===== src/rtl/count_event_monitor.sv =====
// count_event_monitor
//   Observes a free-running up/down/load counter and classifies every step as
//   hold, up, down, wrap or jump. The observed value is extended with EXT_W
//   upper bits that follow wraps. A threshold on the extended value raises a
//   single pulse per arrival. Event records are queued in a small FIFO that a
//   consumer drains through a valid/ready handshake.
//
// Ports
//   clk           rising-edge clock
//   reset_n       asynchronous active-low reset
//   count         observed counter value, sampled every edge
//   clear         synchronous clear of tracking state, FIFO and overflow flag
//   threshold     extended-count match value
//   ext_count     {upper, last sample}
//   wrap_up       one-cycle pulse: max -> 0 step
//   wrap_down     one-cycle pulse: 0 -> max step
//   jump          one-cycle pulse: non-unit, non-zero step
//   thr_hit       one-cycle pulse: extended count arrived at threshold
//   evt_valid     FIFO head valid
//   evt_ready     consumer accepts head
//   evt_code      head mask: [0] wrap_up [1] wrap_down [2] jump [3] thr_hit
//   evt_value     ext_count after the event's update
//   evt_overflow  sticky: an event was dropped because the FIFO was full
module count_event_monitor #(
    parameter int unsigned WIDTH      = 4,
    parameter int unsigned EXT_W      = 8,
    parameter int unsigned FIFO_DEPTH = 4
) (
    input  logic                   clk,
    input  logic                   reset_n,
    input  logic [WIDTH-1:0]       count,
    input  logic                   clear,
    input  logic [WIDTH+EXT_W-1:0] threshold,
    output logic [WIDTH+EXT_W-1:0] ext_count,
    output logic                   wrap_up,
    output logic                   wrap_down,
    output logic                   jump,
    output logic                   thr_hit,
    output logic                   evt_valid,
    input  logic                   evt_ready,
    output logic [3:0]             evt_code,
    output logic [WIDTH+EXT_W-1:0] evt_value,
    output logic                   evt_overflow
);

    localparam int unsigned XW    = WIDTH + EXT_W;
    localparam int unsigned EW    = XW + 4;
    localparam int unsigned PTR_W = $clog2(FIFO_DEPTH);
    localparam int unsigned CW    = PTR_W + 1;

    localparam logic [WIDTH-1:0] CntMax  = {WIDTH{1'b1}};
    localparam logic [WIDTH-1:0] CntZero = '0;
    localparam logic [WIDTH-1:0] CntOne  = WIDTH'(1);

    typedef enum logic {StInit, StTrack} trk_e;
    typedef enum logic {StArmed, StFired} thr_e;

    trk_e trk_q, trk_d;
    thr_e thr_q, thr_d;

    // Tracking datapath
    logic [WIDTH-1:0] prev_q, prev_d;
    logic [EXT_W-1:0] upper_q, upper_d;
    logic [WIDTH-1:0] delta;
    logic [XW-1:0]    ext_d;
    logic             wu_q, wu_d;
    logic             wd_q, wd_d;
    logic             jmp_q, jmp_d;
    logic             hit_q, hit_d;

    // Event FIFO
    logic [EW-1:0]    mem_q [FIFO_DEPTH];
    logic [PTR_W-1:0] rd_q, rd_d;
    logic [PTR_W-1:0] wr_q;
    logic [CW-1:0]    cnt_q, cnt_d;
    logic             valid_q;
    logic [EW-1:0]    head_q, head_d;
    logic             ovf_q;
    logic [3:0]       mask;
    logic [EW-1:0]    entry;
    logic             push_req, push, pop, full, ovf_set;

    // ------------------------------------------------------------------
    // FSM state register
    // ------------------------------------------------------------------
    always_ff @(posedge clk or negedge reset_n) begin
        if (!reset_n) begin
            trk_q <= StInit;
            thr_q <= StArmed;
        end else begin
            trk_q <= trk_d;
            thr_q <= thr_d;
        end
    end

    // ------------------------------------------------------------------
    // FSM next state
    // ------------------------------------------------------------------
    always_comb begin
        trk_d = StTrack;
        thr_d = thr_q;
        if (clear) begin
            trk_d = StInit;
            thr_d = StArmed;
        end else if (trk_q == StTrack) begin
            unique case (thr_q)
                StArmed: if (ext_d == threshold) thr_d = StFired;
                StFired: if (ext_d != threshold) thr_d = StArmed;
                default: thr_d = StArmed;
            endcase
        end
    end

    // ------------------------------------------------------------------
    // FSM outputs: step classification and next extended value
    // ------------------------------------------------------------------
    assign delta = count - prev_q;

    always_comb begin
        prev_d  = count;
        upper_d = upper_q;
        wu_d    = 1'b0;
        wd_d    = 1'b0;
        jmp_d   = 1'b0;
        hit_d   = 1'b0;
        // INIT only captures; classification needs a valid previous sample.
        if (trk_q == StTrack) begin
            if (delta == CntOne) begin
                if (prev_q == CntMax) begin
                    wu_d    = 1'b1;
                    upper_d = upper_q + EXT_W'(1);
                end
            end else if (delta == CntMax) begin
                if (prev_q == CntZero) begin
                    wd_d    = 1'b1;
                    upper_d = upper_q - EXT_W'(1);
                end
            end else if (delta != CntZero) begin
                jmp_d = 1'b1;
            end
        end
        ext_d = {upper_d, prev_d};
        if (trk_q == StTrack && thr_q == StArmed && ext_d == threshold) begin
            hit_d = 1'b1;
        end
    end

    // ------------------------------------------------------------------
    // FIFO control
    // ------------------------------------------------------------------
    assign mask     = {hit_d, jmp_d, wd_d, wu_d};
    assign entry    = {mask, ext_d};
    assign full     = (cnt_q == CW'(FIFO_DEPTH));
    assign pop      = valid_q & evt_ready & ~clear;
    assign push_req = (|mask) & ~clear;
    // A pop in the same cycle frees the slot the push needs.
    assign push     = push_req & (~full | pop);
    assign ovf_set  = push_req & full & ~pop;
    assign rd_d     = rd_q + PTR_W'(pop);
    assign cnt_d    = cnt_q + CW'(push) - CW'(pop);

    // Next head; the entry being written this edge may itself become the head.
    always_comb begin
        head_d = mem_q[rd_d];
        if (push && (wr_q == rd_d)) begin
            head_d = entry;
        end
    end

    // ------------------------------------------------------------------
    // Datapath registers
    // ------------------------------------------------------------------
    always_ff @(posedge clk or negedge reset_n) begin
        if (!reset_n) begin
            prev_q  <= '0;
            upper_q <= '0;
            wu_q    <= 1'b0;
            wd_q    <= 1'b0;
            jmp_q   <= 1'b0;
            hit_q   <= 1'b0;
            for (int i = 0; i < int'(FIFO_DEPTH); i++) begin
                mem_q[i] <= '0;
            end
            rd_q    <= '0;
            wr_q    <= '0;
            cnt_q   <= '0;
            valid_q <= 1'b0;
            head_q  <= '0;
            ovf_q   <= 1'b0;
        end else if (clear) begin
            // prev and the head register keep their values; nothing reads
            // them as live data until a new capture/push overwrites them.
            upper_q <= '0;
            wu_q    <= 1'b0;
            wd_q    <= 1'b0;
            jmp_q   <= 1'b0;
            hit_q   <= 1'b0;
            rd_q    <= '0;
            wr_q    <= '0;
            cnt_q   <= '0;
            valid_q <= 1'b0;
            ovf_q   <= 1'b0;
        end else begin
            prev_q  <= prev_d;
            upper_q <= upper_d;
            wu_q    <= wu_d;
            wd_q    <= wd_d;
            jmp_q   <= jmp_d;
            hit_q   <= hit_d;
            if (push) begin
                mem_q[wr_q] <= entry;
            end
            wr_q    <= wr_q + PTR_W'(push);
            rd_q    <= rd_d;
            cnt_q   <= cnt_d;
            valid_q <= (cnt_d != '0);
            // When the FIFO empties the head keeps its last value.
            if (cnt_d != '0) begin
                head_q <= head_d;
            end
            if (ovf_set) begin
                ovf_q <= 1'b1;
            end
        end
    end

    assign ext_count    = {upper_q, prev_q};
    assign wrap_up      = wu_q;
    assign wrap_down    = wd_q;
    assign jump         = jmp_q;
    assign thr_hit      = hit_q;
    assign evt_valid    = valid_q;
    assign evt_code     = head_q[EW-1:XW];
    assign evt_value    = head_q[XW-1:0];
    assign evt_overflow = ovf_q;

endmodule


===== config.mk =====
export PLATFORM = sky130hd
export DESIGN_NAME = count_event_monitor
export DESIGN_NICKNAME = d
export VERILOG_FILES = /design/src/rtl/count_event_monitor.sv
export SDC_FILE = /design/constraint.sdc
export NUM_CORES = 1
export LEC_CHECK = 0
export CAP_MARGIN = 20
export CORE_MARGIN = 4
export CORE_UTILIZATION = 55
export DETAILED_ROUTE_END_ITERATION = 16
export GPL_TIMING_DRIVEN = 0
export MAX_ROUTING_LAYER = met4
export PLACE_DENSITY = 0.77
export SLEW_MARGIN = 15
export SYNTH_ARGS = -nofsm -noshare
export SYNTH_HDL_FRONTEND = slang
export SYNTH_SLANG_ARGS = --single-unit

===== constraint.sdc =====
create_clock -name clk -period 6.24 [get_ports clk]
set_clock_uncertainty 0.2 [all_clocks]
set_input_delay 0.624 -clock clk [delete_from_list [all_inputs] [get_ports clk]]
set_output_delay 0.624 -clock clk [all_outputs]
set_load 0.05 [all_outputs]

# Yosys cells after proc, flatten, opt, wreduce, memory -nomap -nowiden
# Index checks and enable logic that the tools add are counted.
# totals
ff_bits	107
in_bits	20
output_inout_bits	34
elab_cells	101
# op_classes
add_sub_neg	7
n_lt_le_gt_ge	3
n_eq_ne	7
muxes	41
bitwise	13
n_reduce_logical	12
# ops
operator	count
bitwise mux 64 bit	1
2-to-1 mux 16 bit	4
2-to-1 mux 8 bit	6
binary-select mux 16 bit (select 2 bit)	1
demux 16 bit (select 2 bit)	1
2-to-1 mux 1 bit	24
equality test 12 bit	1
inequality test 12 bit	1
adder 8 x 1 -> 8 bit, second input constant	1
equality test 4 bit, second input constant	2
subtractor 8 x 1 -> 8 bit, second input constant	1
bitwise AND 1 bit	6
>= comparator 3 bit, second input constant	2
NOT 2 -> 3 bit	2
adder 2 x 1 -> 2 bit	2
equality test 4 x 1 -> 1 bit, second input constant	1
logical AND 1 bit	4
zero test 4 bit	1
2-to-1 mux 2 bit	2
NOT 1 bit	4
AND reduction 2 bit	2
nonzero test 2 bit	2
nonzero test 4 bit	1
OR reduction 4 bit	1
10 further kinds	10

# Longest topological paths before layout
# Gate-level depths: netlist of the first run.
# depth
word_depth	15
depth_mapped	26

# Least setup slack after synthesis of the first run
# Ideal clock, no wire load.
# synth_path
kind	reg-to-reg
from	register prev_q[0]
to	register head_q[10]
setup_time_ns	0.067
arrival_time_ns	5.589
t_required_ns	5.973
path_slack_ns	0.384
stages_incl_launch_ff	25
path_buffers	2
synth_period_minus_slack_ns	5.856
cell_sequence	dfrtp_1 > ha_1 > fa_1 > nand2b_1 > nor4_4 > a31oi_1 > o2bb2ai_2 > xor2_1 > nor4_2 > nand4b_1 > clkbuf_1 > nand2_1 > nand2_1 > ha_1 > inv_1 > ha_1 > inv_1 > fa_1 > xor2_1 > xnor2_1 > a31oi_1 > inv_1 > nor4_2 > buf_2 > a221o_1
# synth_between
elab_chain_len	15
# synth_rtl
item	line_no	source
start: declaration	62	logic [WIDTH-1:0] prev_q, prev_d;
start signal: assignment	204	prev_q <= prev_d;
subtractor 4 bit / zero test 4 bit (equally long branches)	117, 134	
equality test 4 bit / 2-to-1 mux 8 bit (equally long branches)	133, 134	
2-to-1 mux 8 bit	133	end else if (delta == CntMax) begin
2-to-1 mux 8 bit	128	if (delta == CntOne) begin
2-to-1 mux 8 bit	127	if (trk_q == StTrack) begin
equality test 12 bit	143	if (trk_q == StTrack && thr_q == StArmed && ext_d == threshold) begin
logical AND 1 bit	143	
2-to-1 mux 1 bit	143	
OR reduction 4 bit	155	assign push_req = (|mask) & ~clear;
bitwise AND 1 bit	155	
bitwise AND 1 bit	157	assign push = push_req & (~full | pop);
adder 3 x 1 -> 3 bit	160	assign cnt_d = cnt_q + CW'(push) - CW'(pop);
subtractor 3 x 1 -> 3 bit	160	
nonzero test 3 bit	218	if (cnt_d != '0) begin
AND reduction 2 bit (no line)	n/a	
end signal: assignment	188	head_q <= '0;
end signal: assignment	219	head_q <= head_d;
end: declaration	77	logic [EW-1:0] head_q, head_d;
# Parallel ways exist; a longest one is shown, timed or not.
# A chain may end at the register's enable or synchronous reset.

# Worst setup path after layout of the first run
# layout_path
from	input port count[0]
to	register head_q[2]
# layout_between
elab_chain_len	15
# layout_rtl
item	line_no	source
start: declaration	31	input logic [WIDTH-1:0] count,
subtractor 4 bit	117	assign delta = count - prev_q;
equality test 4 bit	133	
2-to-1 mux 8 bit	133	
2-to-1 mux 8 bit	128	
2-to-1 mux 8 bit	127	
equality test 12 bit	143	
logical AND 1 bit	143	
2-to-1 mux 1 bit	143	
OR reduction 4 bit (*)	155	
bitwise AND 1 bit (*)	155	
bitwise AND 1 bit (*)	157	
adder 3 x 1 -> 3 bit	160	
subtractor 3 x 1 -> 3 bit	160	
nonzero test 3 bit	218	
AND reduction 2 bit (no line)	n/a	
# Mark *: on every way between the ends. The rest lies on a longest branch, timed or not.

==> impl_results.md, run 1 <==
* Outcome: finished clean
* Gr usage total at 0.276
* Initial antenna violation count at 0
* Die height at roughly 110 microns
* TritonCTS buffer count at 9
* Hold Vio Cnt, Final at 0
* Count of different cell masters after synthesis at 71
* Antenna-violating nets left at 0
* P&R area growth vs syn at 21.5%
* Syn_area_per_cell at 11.5 sq um
* Max frequency at 166 MHz
* Post-Route WL at roughly 17000 microns
* Max-Cap Viols at 0
* Clock buffer depth at 2
* Seq cells post-synth at around 110
* Lkg Pwr at ~3.2 nW
* Die area at approximately 0.013 sq mm
* CTS tree: done
* Final Wtd Congestion at ~0.95
* Crit path time final at 6.03 ns
* Post-synthesis sequential area ratio at 0.439
* Final period util at 0.966
* Ys async rst share at 1.00
* Worst-Skew Late Latency at between 0.3 and 0.4 ns
* Final Max Slew Viols at 0
* Share of cells above drive strength 1 at 0.255
* Fill cells at 818
* Setup TNS at 0 ns
* Wire per inst at ~22 microns
* Setup violations, final at 0
* Critical Path AT at approximately 6.2 ns
* Vias in the first global route at 4926
* Crit Path Class: input port to flip-flop
* Worst EP required at 6.37 ns
* Synthesized instance count at 532
* Residual DRC count at 0
* Drt initial violations at 405
* Hold_ws at 0.295 ns
* Via density at ~6.4
* Max-slew headroom at 0.252
* Largest net degree at the start of global routing at 63
* Crit Path Max Fanout at 10
* Reg clk slew, reported paths at ~0.11 ns
* Post-Syn Area at slightly above 0.006 sq mm
* Crit start category: input port
* N_diodes at 0
* CP Capture Type: flip-flop
* Vias post-DR at between 4000 and 5000
* Final Net Count at 650
* Ys Warns at 0
* Sink Count at roughly 110
* Worst hold-check path type: flip-flop to flip-flop
* PwrDens at between 300 and 400 mW/mm^2
* Commonest non-fill, non-tap cell in the layout: dfrtp_1
* Synth Flop Type: dfrtp_1
* Peak VDD IR at ~0.29 mV
* Boundary Pins at 54
* RSZ-0062 raised after global routing: false
* Initial core utilization at 0.562
* Final non-filler cell area at between 0.007 and 0.008 sq mm
* Area after DPL at between 0.006 and 0.007 sq mm
* Die Span X at 113 microns
* Core ar. at roughly 0.011 sq mm
* Port Buffer Count at 52
* Detailed Place HPWL at between 10000 and 15000 microns
* GRT overflow at 0
* Root Driver: clkbuf_8
* First-pass GRT wire length at between 20000 and 30000 microns
* Post-Synthesis Net Count at 563
* First-pass iteration count of the detailed router at 5
* Number of core rows at 38
* Tightest Pin Transition at approximately 1.1 ns
* EDFF count, synth at 0
* Final core utilization at 0.683
* H-tree depth at 3
* Commonest cells after routing, fill and taps aside: dfrtp_1 (107), clkdlybuf4s50_1 (49), a21oi_1 (35), nor2_1 (34), buf_4 (24)
-- area by class of cell --
type                       count  area (sq um)  area share
buffer                        31           178      0.0240
clock buffer                   9           124      0.0167
clock inverter                 7          83.8      0.0113
inverter                      19          71.3     0.00963
multi-input combinational    375          3380       0.456
sequential                   107          2680       0.362
tap                          140           175      0.0237
timing repair buffer          76           717      0.0968
-- where the power goes --
part / switching (mW) / leakage (nW) / total (mW) / internal (mW)
clock: 0.263 / 0.0955 / 0.455 / 0.192
sequential: 0.0780 / 1.41 / 0.892 / 0.814
combinational: 0.639 / 1.71 / 1.04 / 0.401
-- synth_stat cells, types with 9 or more instances --
cell,number,share of area
dfrtp_1,107,0.44
a21oi_1,38,0.031
nor2_1,34,0.021
mux2_2,23,0.042
clkbuf_1,21,0.013
mux2_4,21,0.052
nand2_1,20,0.012
inv_1,19,0.012
mux4_2,16,0.059
nand3_1,16,0.013
xnor2_1,15,0.022
o21ai_0,14,0.011
xor2_1,13,0.019
a221o_1,12,0.020
and2_1,12,0.012
nor3b_1,10,0.012
ha_1,9,0.018
nor3_1,9,0.0074
-- logic make-up (layout without fill, tap and decap cells) --
logic type,after synthesis,after routing,synth area share
adders and majority gates,11,11,0.0250
buffers and inverters,50,142,0.0372
DFF,107,107,0.439
and+or+nand+nor,150,150,0.144
xor gates and xnor gates,30,30,0.0468
muxes,68,68,0.168
AOI/OAI and AO/OA,116,116,0.140
-- final timing paths --
path	from	slack [ns]	cells past startpoint	endpoint
max	count[0]	0.21	26	head_q[2]$_DFFE_PN0P_
min	mem_q[10]$_DFFE_PN0P_	0.29	1	mem_q[10]$_DFFE_PN0P_
max reg2reg	prev_q[0]$_DFFE_PN0N_	0.26	24	head_q[2]$_DFFE_PN0P_
min reg2reg	mem_q[10]$_DFFE_PN0P_	0.29	1	mem_q[10]$_DFFE_PN0P_
max in group asynchronous	reset_n	4.66	3	mem_q[40]$_DFFE_PN0P_
min in group asynchronous	reset_n	0.51	2	upper_q[6]$_DFF_PN0_
-- state kept, by name (all words and copies together) (netlist names), 2 cells and up --
name	count
rd_q	2
head_q	16
wr_q	2
prev_q	4
cnt_q	3
upper_q	8
mem_q	64
-- timing repair --
| item | 4_1_cts | 5_1_grt |
|---|---|---|
| setup buffers | 10 | 11 |
| pin swaps | 7 | 12 |
| gates resized for setup | 25 | 26 |
| hold endpoints to repair | 45 | 0 |
| cloned | 1 | 0 |
| setup endpoints to repair | 17 | 16 |
| hold buffers | 1 | 0 |
-- metrics by stage --
step / power [mW] / setup WS (ns) / cells
floorplan: 1.55 / 0.384 / 532
global placement: 1.83 / -1.72 / 724
detailed placement: 1.86 / -1.86 / 725
CTS: 2.35 / 0.0265 / 753
global route: 2.49 / 0.000274 / 764
finish: 2.39 / 0.211 / 764
-- layer usage --
metal  GRT usage  up-vias  share of wire
met3      0.0449       51          0.090
met5           -        -              0
li1            -     2141              -
met2       0.423      283           0.47
met4      0.0873        0          0.030
met1       0.379     2393           0.41
-- worst max-delay path, stage by stage --
cell	delay [ns]
clkbuf_4	0.17
inv_1	0.10
ha_2	0.22
fa_2	0.64
and4_1	0.20
nand4_1	0.19
xnor2_2	0.22
a2111oi_4	0.36
o211ai_2	0.15
nor4b_4	0.32
nand4b_1	0.19
clkbuf_8	0.18
nand2_1	0.07
nand2_1	0.08
ha_1	0.29
inv_1	0.06
ha_1	0.13
inv_1	0.05
fa_2	0.35
xor2_2	0.17
xnor2_2	0.16
a31oi_4	0.32
inv_2	0.12
nor3_2	0.31
buf_4	0.28
a221o_1	0.19
Power figures use the tool's default switching activity.
==> inputs of run 2 (changes only) <==
ABC_AREA = 1   (was default)
TNS_END_PERCENT = 10   (was default)
==> impl_results.md, run 2 <==
* Max frequency at about 170 MHz
* RSZ-0062 raised after global routing: false
* Reg clk slew, reported paths at 0.10 ns
* Number of core rows at 37
* Max-slew headroom at 0.412
* Via density at ~5.5
* Clock buffer depth at 2
* Slowest Stage Delay on Critical Path at between 0.5 and 0.6 ns
* Peak VDD IR at about 0.23 mV
* Final Net Count at ~840
* Initial core utilization at 0.563
* Multi-input logic area at 0.00278 sq mm
* Hold Vio Cnt, Final at 0
* Commonest cells after routing, fill and taps aside: nand2_1 (241), dfrtp_1 (107), nor2_1 (69), o21ai_0 (55), clkdlybuf4s50_1 (51)
* N_diodes at 0
* P&R area growth vs syn at 17.9%
* Die height at approximately 110 microns
* Sequential Area at around 0.0027 sq mm
* Gr usage total at 0.268
* FF-to-FF Start: prev_q[0]$_DFFE_PN0N_
* EDFF count, synth at 0
* Final Wtd Congestion at ~1.0
* CP bufs+invs at 6
* Core ar. at a little over 0.01 sq mm
* Vias post-DR at ~5200
* Drt initial violations at 364
* Worst hold-check path type: flip-flop to flip-flop
* Met3 usage at 0.0340
* Vias in the first global route at 5219
* Count of different cell masters after synthesis at 32
* Detailed Place HPWL at about 12000 microns
* CP Capture Type: flip-flop
* Grt peak-use layer: met2
* Area contributors post-synth: dfrtp_1 (46%), nand2_1 (16%), o21ai_0 (4.8%)
* Syn_area_per_cell at around 7.8 sq um
* Share of cells above drive strength 1 at 0.102
* Post-synthesis sequential area ratio at 0.463
* Root Driver: clkbuf_8
* Post-Route WL at roughly 16000 microns
* Die Span X at 111 microns
* H-tree depth at 3
* Residual DRC count at 0
* Setup TNS at 0 ns
* Initial antenna violation count at 0
* Post-synth top cells: nand2_1 (243), dfrtp_1 (107), nor2_1 (70), o21ai_0 (55), nand3_1 (48)
* CTS tree: done
* Crit Path Max Fanout at 19
* Share of the synthesized area in the top cell type at 0.463
* Lkg Pwr at approximately 3.4 nW
* Top reg by flops: mem_q
* Met2 GRT Util at 0.425
* Crit path time final at just under 6 ns
* Cell taking the most area after synthesis: dfrtp_1
* GRT met1 Usage at 0.354
* Dpl cells at roughly 930
* Synth Flop Type: dfrtp_1
* Crit start category: input port
* Final period util at 0.949
* Crit Path Class: input port to flip-flop
* Worst Min Path Start: head_q[5]$_DFFE_PN0P_
* Boundary Pins at 54
* Total power at 2.34 mW
* Tightest Pin Transition at approximately 0.9 ns
* Commonest non-fill, non-tap cell in the layout: nand2_1
* Seq cells post-synth at 107
* Post-Syn Area at approximately 0.0058 sq mm
* Critical Path AT at between 6 and 7 ns
* Largest net degree at the start of global routing at 68
* First-pass iteration count of the detailed router at 5
* Ys async rst share at 1.00
* GRT overflow at 0
* Non-Filler Instances at roughly 950
* Worst EP required at approximately 6.4 ns
* PwrDens at 343 mW/mm^2
* Fill cells at 925
* First-pass GRT wire length at roughly 26000 microns
* Final Max Slew Viols at 0
* Family with the most delay on the worst path: simple AND/OR/NAND/NOR gates
* Largest regs: mem_q: 64 flops, head_q: 16 flops, upper_q: 8 flops
* Worst setup path start: count[0]
* Antenna-violating nets left at 0
* Setup violations, final at 0
* Sink Count at around 110
* Outcome: finished clean
* Critical-path top delay cell: clkdlybuf4s50_1
* Ys Warns at 0
* Wire per inst at ~16 microns
* Worst-Skew Late Latency at around 0.38 ns
* Synthesized instance count at roughly 740
* Port Buffer Count at 52
* Post-Synthesis Net Count at 774
* Die area at 0.0122 sq mm
* Max-Cap Viols at 0
* Count leader, synth: nand2_1
* TritonCTS buffer count at 9
* Max FFs per register at between 60 and 70
-- run 2: what timing repair did --
item                                   in CTS  in global routing
resized for setup                           7                  7
pin swaps                                   2                  2
endpoints found under the hold margin      40                  0
setup buffers                               3                  0
hold buffers                                1                  0
setup endpoints to repair                  17                 17
-- run 2: per-layer routing --
| layer | share of wire | vias up |
|---|---|---|
| li1 | - | 2539 |
| met1 | 0.44 | 2405 |
| met2 | 0.47 | 204 |
| met3 | 0.064 | 35 |
| met4 | 0.022 | 0 |
| met5 | 0 | - |
-- run 2: report_power, final --
part / internal [mW] / switching (mW)
Sequential: 0.818 / 0.0723
Clock: 0.240 / 0.247
Combinational: 0.316 / 0.645
Total: 1.37 / 0.964
-- run 2: area by class of cell --
| class | count | area share |
|---|---|---|
| Tap cell | 136 | 0.0249 |
| Timing Repair Buffer | 57 | 0.0853 |
| Sequential cell | 107 | 0.392 |
| Clock buffer | 11 | 0.0207 |
| Clock inverter | 5 | 0.0125 |
| Buffer | 33 | 0.0299 |
| Inverter | 49 | 0.0277 |
| Multi-Input combinational cell | 553 | 0.407 |
-- run 2: worst paths after layout --
kind / slack, ns / cells after the start / end
max in group asynchronous: 4.66 / 3 / mem_q[62]$_DFFE_PN0P_
min in group asynchronous: 0.51 / 2 / mem_q[33]$_DFFE_PN0P_
setup reg to reg: 0.80 / 26 / head_q[13]$_DFFE_PN0P_
hold / removal: 0.28 / 2 / head_q[5]$_DFFE_PN0P_
hold reg to reg: 0.28 / 2 / head_q[5]$_DFFE_PN0P_
setup / recovery: 0.32 / 28 / head_q[13]$_DFFE_PN0P_
-- run 2: logic make-up (layout without fill, tap and decap cells) --
| group | after synthesis | after routing | synth area share |
|---|---|---|---|
| and+or+nand+nor | 424 | 424 | 0.327 |
| adders and majority gates | 11 | 11 | 0.0264 |
| buffers and inverters | 83 | 155 | 0.0683 |
| DFF | 107 | 107 | 0.463 |
| AOI/OAI and AO/OA | 108 | 108 | 0.0995 |
| xor gates and xnor gates | 10 | 10 | 0.0164 |
-- run 2: per-stage QoR --
stage | hold slack [ns] | utilization | worst slack, ns | area (sq um)
2_1_floorplan | 0.128 | - | 0.715 | 5790
4_1_cts | 0.292 | 0.662 | 0.0517 | 6800
6_report | 0.284 | 0.664 | 0.318 | 6820
3_3_place_gp | 0.263 | 0.630 | -1.10 | 6480
5_1_grt | 0.315 | 0.664 | 0.0208 | 6820
3_5_place_dp | 0.267 | 0.633 | -1.23 | 6500
-- run 2: worst reg2reg max path, stage by stage (launching register included) --
cell and delay [ns]:
dfrtp_1 0.44, ha_1 0.22, fa_1 0.46, xor2_4 0.37
nand2_2 0.11, nor2_4 0.19, nand3_2 0.23, nand2_2 0.16
nand2_2 0.09, nand3_1 0.07, nand2_1 0.06, inv_2 0.06
nand2_1 0.06, nor2_2 0.18, nand4_4 0.16, nand2_8 0.15
nand2_4 0.16, ha_1 0.36, inv_1 0.06, ha_1 0.13
inv_1 0.05, fa_1 0.41, xor2_2 0.22, a31oi_4 0.25
clkbuf_2 0.32, nand3_1 0.15, nand2_1 0.08
